[config.mk]
export PLATFORM = sky130hd
export DESIGN_NAME = flappy_tick_gen
export DESIGN_NICKNAME = d
export VERILOG_FILES = /design/src/rtl/flappy_clk_pkg.sv /design/src/rtl/flappy_tick_chan.sv /design/src/rtl/flappy_tick_gen.sv
export SDC_FILE = /design/constraint.sdc
export NUM_CORES = 1
export LEC_CHECK = 0
export ABC_CLOCK_PERIOD_IN_PS = 10900
export BUFFER_PORTS_ARGS = -buffer_cell sky130_fd_sc_hd__buf_2
export CELL_PAD_IN_SITES_DETAIL_PLACEMENT = 0
export CELL_PAD_IN_SITES_GLOBAL_PLACEMENT = 1
export CORE_ASPECT_RATIO = 1.1
export CORE_MARGIN = 1
export CORE_UTILIZATION = 49
export DETAILED_ROUTE_END_ITERATION = 10
export GPL_TIMING_DRIVEN = 0
export PLACE_DENSITY = 0.95
export SLEW_MARGIN = 20
export SYNTH_ARGS = -nofsm -noshare
export SYNTH_HDL_FRONTEND = slang
export SYNTH_SLANG_ARGS = --single-unit
[constraint.sdc]
create_clock -name clk -period 10.9 [get_ports clk]
set_input_delay 1.09 -clock clk [delete_from_list [all_inputs] [get_ports clk]]
set_output_delay 1.09 -clock clk [all_outputs]
set_load 0.02 [all_outputs]
[src/rtl/flappy_clk_pkg.sv]
// Shared constants for the Flappy-VGA tick generator: default pacing values
// and the channel map used by the consumers of tick_o.
package flappy_clk_pkg;

  localparam int DEF_LEVEL_STEP = 5;
  localparam int DEF_MAX_LEVEL  = 4;
  localparam int DEF_SCAN_SHIFT = 18;

  typedef enum logic [1:0] {
    CH_GAME = 2'd0,
    CH_MOVE = 2'd1,
    CH_PACE = 2'd2,
    CH_VGA  = 2'd3
  } chan_e;

endpackage

[src/rtl/flappy_tick_chan.sv]
// One programmable-period tick channel: down-counter with reload on terminal
// count and a registered single-cycle tick strobe.
module flappy_tick_chan #(
  parameter int CNT_W = 32
) (
  input  logic             clk,
  input  logic             rst_n,
  input  logic             en,
  input  logic             restart,
  input  logic [CNT_W-1:0] eff,
  output logic             tick
);

  logic [CNT_W-1:0] cnt;
  logic [CNT_W-1:0] reload;

  // Periods of 0 and 1 both collapse to "tick on every enabled cycle".
  assign reload = (eff <= CNT_W'(1)) ? '0 : eff - 1'b1;

  always_ff @(posedge clk or negedge rst_n) begin
    if (!rst_n) begin
      cnt  <= '0;
      tick <= 1'b0;
    end else if (restart) begin
      cnt  <= '0;
      tick <= 1'b0;
    end else if (en) begin
      if (cnt == '0) begin
        cnt  <= reload;
        tick <= 1'b1;
      end else begin
        cnt  <= cnt - 1'b1;
        tick <= 1'b0;
      end
    end else begin
      tick <= 1'b0;
    end
  end

endmodule

[src/rtl/flappy_tick_gen.sv]
// Clock-enable generator for Flappy-VGA: NUM_CH tick channels, a score-driven
// speed level that shortens the game-pace period, and a 7-segment scan index.
//   level       | meaning
//   0           | game channel runs at its base period
//   1..MAX-1    | game period is base >> level; climbs when score >= thresh
//   MAX_LEVEL   | saturated; only restart or reset return to 0
module flappy_tick_gen
  import flappy_clk_pkg::*;
#(
  parameter int NUM_CH     = 4,
  parameter int CNT_W      = 32,
  parameter int SCORE_W    = 8,
  parameter int LEVEL_STEP = DEF_LEVEL_STEP,
  parameter int MAX_LEVEL  = DEF_MAX_LEVEL,
  parameter int SCAN_W     = 2,
  parameter int SCAN_SHIFT = DEF_SCAN_SHIFT,
  localparam int LVL_W     = $clog2(MAX_LEVEL + 1)
) (
  input  logic                    clk,
  input  logic                    rst_n,
  input  logic [NUM_CH*CNT_W-1:0] period_i,
  input  logic [NUM_CH-1:0]       en_i,
  input  logic [SCORE_W-1:0]      score_i,
  input  logic                    restart_i,
  output logic [NUM_CH-1:0]       tick_o,
  output logic [LVL_W-1:0]        level_o,
  output logic [SCAN_W-1:0]       scan_o
);

  localparam int TH_W = SCORE_W + 1;
  localparam int SC_W = SCAN_SHIFT + SCAN_W;
  localparam logic [TH_W-1:0]  STEP_TH = TH_W'(LEVEL_STEP);
  localparam logic [LVL_W-1:0] MAX_LVL = LVL_W'(MAX_LEVEL);

  logic [LVL_W-1:0]               level_q;
  logic [TH_W-1:0]                thresh_q;
  logic [SC_W-1:0]                scnt;
  logic [NUM_CH-1:0][CNT_W-1:0]   eff;

  // Threshold tracks the next score boundary, so no divider is needed.
  always_ff @(posedge clk or negedge rst_n) begin
    if (!rst_n) begin
      level_q  <= '0;
      thresh_q <= STEP_TH;
    end else if (restart_i) begin
      level_q  <= '0;
      thresh_q <= STEP_TH;
    end else if (({1'b0, score_i} >= thresh_q) && (level_q < MAX_LVL)) begin
      level_q  <= level_q + 1'b1;
      thresh_q <= thresh_q + STEP_TH;
    end
  end

  assign level_o = level_q;

  always_comb begin
    for (int k = 0; k < NUM_CH; k++) begin
      eff[k] = period_i[k*CNT_W +: CNT_W];
    end
    eff[int'(CH_GAME)] = period_i[CNT_W-1:0] >> level_q;
  end

  for (genvar k = 0; k < NUM_CH; k++) begin : g_chan
    flappy_tick_chan #(
      .CNT_W (CNT_W)
    ) u_chan (
      .clk     (clk),
      .rst_n   (rst_n),
      .en      (en_i[k]),
      .restart (restart_i),
      .eff     (eff[k]),
      .tick    (tick_o[k])
    );
  end

  // Scan counter free-runs through restarts so the display never stalls.
  always_ff @(posedge clk or negedge rst_n) begin
    if (!rst_n) begin
      scnt <= '0;
    end else begin
      scnt <= scnt + 1'b1;
    end
  end

  assign scan_o = scnt[SC_W-1 -: SCAN_W];

endmodule

After elaboration in Yosys (flattened, before gate mapping) --
Cells that the tools add are included. Widths: inputs -> output; s select.
Storage, ports and cells: register bits 164, bits of input ports 143, output and inout port bits 9, word-level logic and storage cells 71
Operators by class: $add $sub $neg 11, order comparisons 6, shift-type cells 1, muxes and demuxes 32, reduce and logical (&&, ||, !) cells 10
Operators with widths (count):
- $mux 32 | 16
- $sub 32x1->32 const B | 8
- $le 32x1->1 const B | 4
- $logic_not 32->1 | 4
- $shr 32x3->32 | 1
- $add 20x1->20 const B | 1
- $mux 9 | 2
- $mux 1 | 12
- $reduce_bool 2->1 | 5
- $add 9x3->9 const B | 1
- $ge 8x9->1 | 1
- $mux 3 | 2
- $add 3x1->3 const B | 1
- $lt 3x3->1 const B | 1
- $logic_and 1x1->1 | 1

Logic depth before layout (Yosys ltp) --
Gate-level depths: netlist of run 1.
word-level depth 6, gate-level depth with buffers 15, depth with buffers taken out 10

Modules after synthesis --
A second synthesis of run 1 with hierarchy kept.
Second synthesis, totals: cell total of the unflattened synthesis 1653, area total of the unflattened synthesis 13934.6 µm²
Modules (own cells, without submodules):
- flappy_tick_chan (g_chan[0].u_chan ...) | instances 3, cells an instance 337, area an instance 2780.2 µm², seq. area each 825.8 µm²
- flappy_tick_gen | instances 1, cells an instance 295, area an instance 2836.5 µm², seq. area each 803.3 µm²
- flappy_tick_chan (g_chan[3].u_chan) | instances 1, cells an instance 347, area an instance 2757.6 µm², seq. area each 825.8 µm²

Least setup slack after synthesis of run 1 --
OpenSTA, ideal clock, no wires.
kind input -> register, start input period_i[28], end register g_chan[0].u_chan.cnt[29], library setup time 132 ps, data arrival time 3620 ps, required time 10768 ps, setup slack 7148 ps, cell stages on the path 11, path buffers 3, cells stage by stage buf_2 > mux2_1 > mux4_2 > a211oi_2 > nand4_1 > or3_1 > or4_1 > buf_4 > nand2_8 > buf_6 > o211ai_2
Between the ends: longest elaborated chain between the ends 6, elaborated cells on any way between the ends 7, classes of those cells add/sub: 1; order compare: 1; shift: 1; mux: 4
Ends and longest elaborated chain:
- from (decl) | line flappy_tick_gen.sv:21 | input logic [NUM_CH*CNT_W-1:0] period_i,
- $shr 32x3->32 * | line flappy_tick_gen.sv:60 | eff[int'(CH_GAME)] = period_i[CNT_W-1:0] >> level_q;
- $sub 32x1->32 or $le 32x1->1 (tied branches) | line flappy_tick_chan.sv:18 | assign reload = (eff <= CNT_W'(1)) ? '0 : eff - 1'b1;
- $mux 32 * | line flappy_tick_chan.sv:18
- $mux 32 * | line flappy_tick_chan.sv:28 | if (cnt == '0) begin
- $mux 32 * | line flappy_tick_chan.sv:27 | end else if (en) begin
- $mux 32 * | line flappy_tick_chan.sv:24 | end else if (restart) begin
- to (signal assigned) | line flappy_tick_chan.sv:29 | cnt <= reload;
- to (signal assigned) | line flappy_tick_chan.sv:32 | cnt <= cnt - 1'b1;
- to (decl) | line flappy_tick_chan.sv:14 | logic [CNT_W-1:0] cnt;
Every way passes the cells marked *; elsewhere a longest branch is shown, timed or not. The select of a mux whose other input is x is not followed. A chain may end at the register's enable or synchronous reset.

Final worst setup path of run 1 --
start register level_q[2], in the netlist level_o[2], end register g_chan[0].u_chan.cnt[20]
Between the ends: longest elaborated chain between the ends 6, elaborated cells on any way between the ends 7, classes of those cells add/sub: 1; order compare: 1; shift: 1; mux: 4
Ends and longest elaborated chain:
- from (decl) | line flappy_tick_gen.sv:35 | logic [LVL_W-1:0] level_q;
- from (signal assigned) | line flappy_tick_gen.sv:49 | level_q <= level_q + 1'b1;
- $shr 32x3->32 * | line flappy_tick_gen.sv:60
- $sub 32x1->32 or $le 32x1->1 (tied branches) | line flappy_tick_chan.sv:18
- $mux 32 * | line flappy_tick_chan.sv:18
- $mux 32 * | line flappy_tick_chan.sv:28
- $mux 32 * | line flappy_tick_chan.sv:27
- $mux 32 * | line flappy_tick_chan.sv:24
Marks and branches as above.

==> out/metrics.yaml, run 1 <==
timing:
  grt_setup_unrepaired: "no"
  period_share: 0.456
  final.setup.tns_ns: 0
  slew_headroom: 0.325
  setup_viol_count_final: 0
  drv_slew: 0
  worst_slew_pin_slew_ns: 1.00
  fin_worst_skew_ns: 0.0106
  timing_hold_violations_final: 0
  whs_ns: 0.453
  min_period_ns: 4.97
  timing.fmax_ghz: 0.201
yosys:
  synth_top_area_frac: 0.276
  postSynthCellCount: 1889
  yosysSeqAreaShare: 0.280
  synth-edff-count: 0
  syn_nets: 2059
  yosys_most_used_dff: "dfrtp_1"
  synth-async-reset-ratio: 1.00
  ys_ff_latch: 164
  yosys-top-cells-area: "dfrtp_1, nor2_1, o21ai_0, nand2_1, a21oi_1"
  synth_cell_types: 89
  synth_area_per_cell_um2: 7.76
  syn-cell-area_um2: 14700
  synth_top_area_cell: "dfrtp_1"
  yosys_warnings: 0
grt:
  grt_max_degree: 90
  grt.met3_usage: 0.0411
  grt-busiest-layer: "met2"
  grt_pass1_vias: 14458
  grt_pass1_wl_um: 74300
  overflow: 0
  gr-usage-met1: 0.405
  grt_use_total: 0.301
  met2_usage: 0.484
  antenna_found_initial: 0
die:
  die_x_um: 167
  start_util: 0.497
  dieArea_um2: 30600
  coreArea_um2: 29500
  die_h_um: 183
  row_count: 66
  pin_count: 152
place:
  port_buffers: 144
  dpl_cell_area_um2: 15900
  hpwl_um: 34800
  gp_congestion: 0.991
layout:
  num-fill-cells: 2846
  design_area_um2: 16500
  drive_gt1_frac: 0.144
  diodes: 0
  area_growth_pct: 12.6
  final_util: 0.560
  nNetsFinal: 2223
clocking:
  cts-root-buf: "clkbuf_16"
  numClockSinks: 164
  h-tree-depth: 4
  cts_tree: "done"
  clock_path_buffers: 2
  numCtsBuffers: 17
  cts.repair.resized: 0
  cts_hold_buffers: 0
  clk_pin_slew_worst_paths_ns: 0.07
  postCtsSetupBuffers: 0
  clk_latency_ns: 0.45
routing:
  drt-initial-drc-count: 1291
  dr.pass1.iters: 5
  drtAntennaViolNets: 0
  drc_errors: 0
  via_count: 15466
  wl_per_cell_um: 19.1
  avgViaCountPerCell: 6.34
  drt_wl_total_um: 46500
critical_path:
  critPathLaunchType: "register"
  crit_type: "reg -> reg"
  crit_fanout: 10
  cp-end-kind: "register"
  worst_ep_arrival_time_ns: 5.29
  critPathRequiredTime_ns: 11.22
run:
  max_cap_viol_count: 0
power:
  leakage_nw: 6.66
  ir_drop_mv: 0.133
  power_density_nw_per_um2: 247
min_path:
  worstHoldPathType: "reg -> reg"
outcome:
  outcome: "completed"
synth_stat cells (17+ instances only):
library cell  instances
nand2b_1             21
dfrtp_1             162
nor3b_1              17
xnor2_1              65
nand2_1             184
nand3_1              45
or3_1                39
clkbuf_1             77
nor2_1              217
xor2_1               69
nor4_1               67
nand4_1              18
a22oi_1              40
nor3_1              116
o22ai_1              23
a21oi_1             125
o21ai_0             156
or2_2                22
inv_1                36
or4_1                25
mux2_2               17
ha_1                 27
mux2i_1              57
worst max-delay path: stages, from the launching register on:
cell	delay, ns
dfrtp_1	0.50
clkbuf_1	0.44
buf_2	0.34
buf_2	0.33
mux4_2	0.34
mux2i_1	0.46
ha_1	0.29
a21boi_1	0.37
nand4_1	0.36
nor3_1	0.67
a311oi_1	0.21
nor3b_1	0.44
o21ai_2	0.08
final timing paths:
kind	startpoint	endpoint	slack [ns]	cells past startpoint
worst min-delay path	scnt[0]	scnt[0]	0.45	1
worst max register to register	level_o[2]	g_chan[0].u_chan.cnt[20]	5.93	12
min in group asynchronous	rst_n	g_chan[3].u_chan.cnt[5]	0.66	1
worst min register to register	scnt[0]	scnt[0]	0.45	1
worst max-delay path	level_o[2]	g_chan[0].u_chan.cnt[20]	5.93	12
max in group asynchronous	rst_n	thresh_q[2]	9.39	2
through the flow:
| stage | total power, W | setup WS (ns) | cells |
|---|---|---|---|
| 6_report | 0.00408 | 5.93 | 2440 |
| 5_1_grt | 0.00439 | 5.67 | 2440 |
| 4_1_cts | 0.00402 | 6.07 | 2440 |
| 3_5_place_dp | 0.00336 | 6.13 | 2408 |
| 3_3_place_gp | 0.00331 | 6.07 | 2407 |
| 2_1_floorplan | 0.00274 | 7.15 | 1889 |
final cells by class:
cell class,instances,area [um^2],area share
clock inverter,15,193,0.0117
multi-input combinational,1578,9890,0.599
buffer,111,536,0.0324
inverter,36,135,0.00818
tap,374,468,0.0283
timing repair buffer,145,758,0.0459
clock buffer,17,425,0.0258
sequential,164,4110,0.249
placed cells by master, fill, tap and decap left out, types with 57 or more instances in the layout:
master,netlist,routed
nand2_1,184,184
nor4_1,67,66
buf_2,13,156
a21oi_1,125,125
nor3_1,116,116
xor2_1,69,69
clkbuf_1,77,77
nor2_1,217,217
dfrtp_1,162,162
mux2i_1,57,57
xnor2_1,65,65
o21ai_0,156,156
layer usage:
| layer | part of all wire | vias to the layer above |
|---|---|---|
| li1 | - | 7271 |
| met5 | 0 | - |
| met4 | 0.031 | 0 |
| met1 | 0.43 | 7336 |
| met2 | 0.46 | 755 |
| met3 | 0.074 | 104 |
kinds of logic after synthesis:
| kind of cell | synth area share |
|---|---|
| fa+ha+maj | 0.0230 |
| buf+inv | 0.0457 |
| compound gates | 0.200 |
| mux | 0.0783 |
| simple gates | 0.293 |
| flops | 0.280 |
| xor+xnor | 0.0800 |
flip-flops by register name, indices dropped and copies added (netlist names):
signal              count
g_chan.u_chan.cnt     128
g_chan.u_chan.tick      4
level_o                 3
scnt                   20
thresh_q                9
where the power goes:
part           switching (W)  leakage [nW]  internal [W]
sequential          0.000204          2.22      0.000798
clock               0.000290         0.292      0.000349
combinational        0.00155          4.15      0.000894
total                0.00204          6.66       0.00204
No activity file was read; power rests on OpenSTA's default activity.
==> run 2: changes to the inputs <==
--- a/config.mk
+++ b/config.mk
@@ -5,16 +5,16 @@
 export SDC_FILE = /design/constraint.sdc
 export NUM_CORES = 1
 export LEC_CHECK = 0
-export ABC_CLOCK_PERIOD_IN_PS = 10900
+export ABC_CLOCK_PERIOD_IN_PS = 4550
 export BUFFER_PORTS_ARGS = -buffer_cell sky130_fd_sc_hd__buf_2
 export CELL_PAD_IN_SITES_DETAIL_PLACEMENT = 0
 export CELL_PAD_IN_SITES_GLOBAL_PLACEMENT = 1
 export CORE_ASPECT_RATIO = 1.1
 export CORE_MARGIN = 1
-export CORE_UTILIZATION = 49
+export CORE_UTILIZATION = 41
 export DETAILED_ROUTE_END_ITERATION = 10
 export GPL_TIMING_DRIVEN = 0
-export PLACE_DENSITY = 0.95
+export PLACE_DENSITY = 0.88
 export SLEW_MARGIN = 20
 export SYNTH_ARGS = -nofsm -noshare
 export SYNTH_HDL_FRONTEND = slang
==> constraint.sdc (replaced) <==
create_clock -name clk -period 4.55 [get_ports clk]
set_input_delay 0.455 -clock clk [delete_from_list [all_inputs] [get_ports clk]]
set_output_delay 0.455 -clock clk [all_outputs]
set_load 0.02 [all_outputs]
==> run 2 against run 1 <==
Global-route usage shrank 4.1 points. Critical path type unchanged. Total power grew 140%. Flip-flop and latch count is the same. Setup slack lost 5.5 ns. Core utilization shrank 8.6 points. Die area grew 19%. Clock skew grew 0.0012 ns. Clock power grew 130%. Register-to-register slack lost 5.5 ns. Sequential share of layout area shrank 0.25 points. Combinational power grew 140%.
==> out/metrics.yaml, run 2 (synthesis gave the netlist of run 1 again) <==
grt:
  grt_pass1_wl_um: 76600
  antenna_found_initial: 0
  grt_max_degree: 78
  overflow: 0
  grt_use_total: 0.260
  grt_pass1_vias: 14692
die:
  start_util: 0.416
  dieArea_um2: 36500
  row_count: 72
  die_x_um: 182
  die_h_um: 200
  pin_count: 152
  coreArea_um2: 35200
timing:
  worst_slew_pin_slew_ns: 1.05
  drv_slew: 0
  timing_hold_violations_final: 0
  grt_setup_unrepaired: "no"
  slew_headroom: 0.291
  period_share: 0.913
  fin_worst_skew_ns: 0.0119
  min_period_ns: 4.15
  final.setup.worst_slack_ns: 0.396
  timing.fmax_ghz: 0.241
  setup_viol_count_final: 0
critical_path:
  reg2reg_depth: 13
  path_cells: "clkbuf_2, buf_2, buf_2, mux4_2, mux2i_1, ha_1, a21boi_1, nand4_1, buf_4, nor4_4, nand2_1, xor2_1, o21ai_2"
  r2r_slack_ns: 0.40
  crit_type: "reg -> reg"
  critPathLaunchType: "register"
  rr_endpoint: "g_chan[0].u_chan.cnt[26]"
  crit_fanout: 10
  slowest_stage: "dfrtp_1"
  worst_ep_arrival_time_ns: 4.48
  critPathLaunch: "level_o[2]"
  critPathRequiredTime_ns: 4.88
  cp-end-kind: "register"
  endpoint: "g_chan[0].u_chan.cnt[26]"
  max_stage_delay_ns: 0.48
  r2r-start: "level_o[2]"
  crit_top_cell: "buf_2"
layout:
  drive_gt1_frac: 0.147
  layout_common_cells: "nor2_1, nand2_1, dfrtp_1"
  top_regs: "g_chan.u_chan.cnt: 128 flops, scnt: 20 flops, thresh_q: 9 flops"
  diodes: 0
  nNetsFinal: 2227
  regMostFlops: "g_chan.u_chan.cnt"
  area_growth_pct: 13.8
  final_util: 0.474
  num-fill-cells: 3570
  layout.cells.non_filler: 2551
  largest_reg_flops: 128
  mostFrequentLayoutCell: "nor2_1"
  design_area_um2: 16700
clocking:
  cts_tree: "done"
  cts-root-buf: "clkbuf_16"
  numCtsBuffers: 17
  numClockSinks: 164
  clk_pin_slew_worst_paths_ns: 0.07
  h-tree-depth: 4
  clock_path_buffers: 2
  clk_latency_ns: 0.44
power:
  power_density_nw_per_um2: 580
  power_switching_w: 0.00483
  seq_power_share: 0.247
  p_comb_frac: 0.603
  swShare: 0.499
  clkPwrFrac: 0.150
  leakage_nw: 6.70
  intPower_w: 0.00485
  ir_drop_mv: 0.325
routing:
  avgViaCountPerCell: 6.00
  drt_wl_total_um: 47600
  dr.pass1.iters: 5
  via_count: 15304
  drc_errors: 0
  wl_per_cell_um: 18.6
  drtAntennaViolNets: 0
  drt-initial-drc-count: 1345
min_path:
  hp-start: "period_i[59]"
  worstHoldPathType: "in -> reg"
place:
  dpl_cell_area_um2: 16000
  place_ws_ns: -0.0850
  gp_congestion: 0.958
  placed_cells: 2516
  hpwl_um: 35900
  port_buffers: 144
outcome:
  outcome: "completed"
run:
  max_cap_viol_count: 0
==> run 2: cell count changes in the layout (fill, tap and decap cells not counted), sizes merged <==
| cell | before | now |
|---|---|---|
| clkinvlp | 3 | 5 |
| dlygate4sd3 | 0 | 1 |
| inv | 43 | 40 |
| clkbuf | 94 | 96 |
| bufinv | 2 | 1 |
| buf | 179 | 182 |
==> run 2: worst min-delay path by stage <==
stage / cells after the start / end / slack [ns]
floorplan: 0 / g_chan[0].u_chan.cnt[0] / 0.16
global placement: 1 / scnt[0] / 0.44
detailed placement: 1 / g_chan[1].u_chan.cnt[10] / 0.29
CTS: 4 / g_chan[1].u_chan.cnt[26] / 0.32
global route: 4 / g_chan[1].u_chan.cnt[27] / 0.34
finish: 4 / g_chan[1].u_chan.cnt[27] / 0.34
==> run 2: stage by stage <==
stage	TNS (ns)	hold WS, ns	power, W
2_1_floorplan	0	0.159	0.00655
3_3_place_gp	-0.0564	0.435	0.00798
3_5_place_dp	-0.0850	0.289	0.00807
4_1_cts	0	0.324	0.00955
5_1_grt	0	0.338	0.0105
6_report	0	0.339	0.00968
==> run 2: final cells by class <==
class	count	area [um^2]	area share
plain buffers	111	539	0.0323
clock buffers	19	453	0.0272
clock inverters	13	125	0.00750
inverters	36	135	0.00810
multi-input cells	1578	9910	0.594
flip-flops and latches	164	4110	0.246
well taps	481	602	0.0361
repair buffers	149	811	0.0486
==> run 2: critical path, delay by kind of cell, from the launching register on <==
family	cells	cell delay, ns
xor+xnor	1	0.27
mux	2	0.78
buf+inv	4	1.16
fa+ha+maj	1	0.29
compound gates	2	0.42
simple gates	3	0.63
flops	1	0.48
==> run 2: power groups by stage <==
stage | clock (W) | combinational (W) | sequential (W)
2_1_floorplan | 0 | 0.00428 | 0.00227
3_3_place_gp | 0 | 0.00561 | 0.00237
3_5_place_dp | 0 | 0.00568 | 0.00239
4_1_cts | 0.00147 | 0.00572 | 0.00237
5_1_grt | 0.00152 | 0.00650 | 0.00246
6_report | 0.00145 | 0.00584 | 0.00239
==> run 2: routing by layer <==
layer  share of wire  track usage
met5               0            0
met4           0.025       0.0960
met3           0.059       0.0322
met2            0.47        0.426
met1            0.45        0.350
==> run 2: timing repair <==
action / 4_1_cts / 5_1_grt
setup buffers: 0 / 2
resized for setup: 1 / 8
pin swaps: 0 / 1
endpoints found under the hold margin: 18 / 0
hold buffers: 1 / 0
endpoints found under the setup margin: 1 / 8
==> run 3: changes to the inputs <==
--- a/config.mk
+++ b/config.mk
@@ -11,10 +11,12 @@
 export CELL_PAD_IN_SITES_GLOBAL_PLACEMENT = 1
 export CORE_ASPECT_RATIO = 1.1
 export CORE_MARGIN = 1
-export CORE_UTILIZATION = 41
+export CORE_UTILIZATION = 42
+export CTS_BUF_LIST = sky130_fd_sc_hd__clkbuf_8
 export DETAILED_ROUTE_END_ITERATION = 10
 export GPL_TIMING_DRIVEN = 0
-export PLACE_DENSITY = 0.88
+export PLACE_DENSITY = 0.89
+export RECOVER_POWER = 100
 export SLEW_MARGIN = 20
 export SYNTH_ARGS = -nofsm -noshare
 export SYNTH_HDL_FRONTEND = slang
==> run 3 against run 2 <==
The flow now finishes with violations (capacitance limit, slew limit). Combinational power is 0.9% lower. Die area decreased by 2.4%. Routed wire length decreased by 1.1%. Clock power decreased by 27%. Global-route usage increased by 0.22 points. Count of clock-buffer cells in the layout grew 1. Non-clock buffer count down 2. Fmax is 4.3% lower. Clock skew increased by 0.012 ns. Flip-flop and latch count unchanged. Critical endpoint is now g_chan[0].u_chan.cnt[29]. Largest cell class unchanged.
==> out/metrics.yaml, run 3 (synthesis gave the netlist of run 1 again) <==
power:
  seq_power_share: 0.259
  clkPwrFrac: 0.115
  swShare: 0.514
  total_power_w: 0.00924
  power_density_nw_per_um2: 568
  power_switching_w: 0.00475
  intPower_w: 0.00449
  leakage_nw: 6.51
  p_comb_frac: 0.626
  ir_drop_mv: 0.240
clocking:
  clock_path_buffers: 2
  h-tree-depth: 4
  cts-root-buf: "clkbuf_8"
  numClockSinks: 164
  clk_pin_slew_worst_paths_ns: 0.10
  numCtsBuffers: 17
  cts_hold_buffers: 0
  clk_latency_ns: 0.49
  cts_tree: "done"
place:
  port_buffers: 144
  placed_cells: 2472
  gp_congestion: 0.930
  hpwl_um: 35500
die:
  die_h_um: 198
  dieArea_um2: 35700
  start_util: 0.428
  coreArea_um2: 34300
  die_x_um: 180
  pin_count: 152
  row_count: 71
run:
  max_cap_viol_count: 3
timing:
  timing.fmax_ghz: 0.230
  grt_setup_unrepaired: "no"
  fin_worst_skew_ns: 0.0235
  timing_hold_violations_final: 0
  setup_viol_count_final: 0
  drv_slew: 168
  min_period_ns: 4.34
  period_share: 0.954
  slew_headroom: -0.598
  worst_slew_pin_slew_ns: 2.40
routing:
  avgViaCountPerCell: 6.12
  wl_per_cell_um: 18.8
  drt-initial-drc-count: 1428
  drc_errors: 0
  via_count: 15333
  dr.pass1.iters: 7
  drt_wl_total_um: 47000
  drtAntennaViolNets: 0
layout:
  nNetsFinal: 2225
  mostFrequentLayoutCell: "nor2_1"
  drive_gt1_frac: 0.133
  area_growth_pct: 11.0
  regMostFlops: "g_chan.u_chan.cnt"
  layout_common_cells: "nor2_1, nand2_1, o21ai_0"
  top_regs: "g_chan.u_chan.cnt: 128 flops, scnt: 20 flops, thresh_q: 9 flops"
  layout.cells.non_filler: 2505
  diodes: 0
  largest_reg_flops: 128
critical_path:
  max_stage_delay_ns: 0.52
  crit_fanout: 10
  crit_buf_inv: 5
  critPathLaunchType: "register"
  path_cells: "clkbuf_1, buf_2, buf_2, mux4_2, mux2i_2, ha_1, o211ai_1, or3_1, or4_1, clkbuf_1, nand2_8, buf_6, o211ai_1"
  cp-end-kind: "register"
  critPathLaunch: "level_o[2]"
  slowest_stage: "dfrtp_1"
  crit_type: "reg -> reg"
  critPathRequiredTime_ns: 4.89
  worst_ep_arrival_time_ns: 4.68
  critPathTopFamily: "buffers and inverters"
  r2r-start: "level_o[2]"
grt:
  grt_max_degree: 91
  overflow: 0
  grt_use_total: 0.262
  grt_pass1_wl_um: 75700
  antenna_found_initial: 0
  grt_pass1_vias: 14550
outcome:
  outcome: "finished, violations left"
  violations: "capacitance limit, slew limit"
min_path:
  hp-start: "period_i[59]"
  worstHoldPathType: "in -> reg"
[run 3: cell count changes in the layout (fill, tap and decap cells not counted), moves of 7 or more]
cell       change
o21ai_2        -9
buf_2          -9
clkbuf_8      +18
clkbuf_16     -17
o21ai_0       +16
o21ai_1        -7
clkbuf_1      +14
[run 3: power by group through the flow]
stage          logic (W)  clock network, W  registers, W
6_report         0.00579           0.00106       0.00239
5_1_grt          0.00642           0.00114       0.00245
4_1_cts          0.00573           0.00108       0.00237
3_5_place_dp     0.00570                 0       0.00240
3_3_place_gp     0.00559                 0       0.00238
2_1_floorplan    0.00428                 0       0.00227
[run 3: stage by stage]
stage	setup TNS (ns)	util	instance area, um^2	hold slack [ns]	setup WS, ns
after global routing	0	0.475	16300	0.298	0.0992
after CTS	0	0.477	16400	0.000808	0.105
final	0	0.475	16300	0.287	0.211
after floorplan	0	-	14700	0.159	0.880
after detailed placement	-0.0532	0.466	16000	0.446	-0.0532
after global placement	0	0.465	15900	0.434	0.00797
[run 3: final cells by class]
cell class              count  area, um^2
repair buffers            147         727
flip-flops and latches    164        4110
clock inverters            11         101
fillers                  3512       18000
well taps                 438         548
plain buffers             111         527
multi-input cells        1578        9850
clock buffers              20         275
inverters                  36         135
[run 3: worst paths after layout]
kind                                       endpoint  slack, ns  depth (start not counted)
hold reg to reg                             scnt[0]       0.45                          1
min in group asynchronous  g_chan[1].u_chan.cnt[10]       0.66                          1
hold / removal             g_chan[1].u_chan.cnt[27]       0.29                          4
setup / recovery           g_chan[0].u_chan.cnt[29]       0.21                         13
setup reg to reg           g_chan[0].u_chan.cnt[29]       0.21                         13
max in group asynchronous                  scnt[16]       0.97                          2
[run 3: what timing repair did]
| item | in CTS | in global routing |
|---|---|---|
| setup endpoints to repair | 1 | 7 |
| gates cloned | 0 | 0 |
| setup buffers | 0 | 2 |
| resized for setup | 1 | 7 |
| pin swaps | 0 | 1 |
[run 3: metal layers]
metal,vias to the layer above,wire length (um),share of wire,global-route usage
met5,-,0,0,0
met4,0,1130,0.024,0.0833
met3,92,3110,0.066,0.0322
met2,642,21900,0.47,0.441
met1,7324,20900,0.44,0.350
li1,7275,-,-,-
[run 3: worst register-to-register path: stages, from the launching register on]
cell and delay [ns]:
dfrtp_1 0.52, clkbuf_1 0.45, buf_2 0.34, buf_2 0.32
mux4_2 0.37, mux2i_2 0.34, ha_1 0.26, o211ai_1 0.11
or3_1 0.32, or4_1 0.40, clkbuf_1 0.29, nand2_8 0.20
buf_6 0.16, o211ai_1 0.11
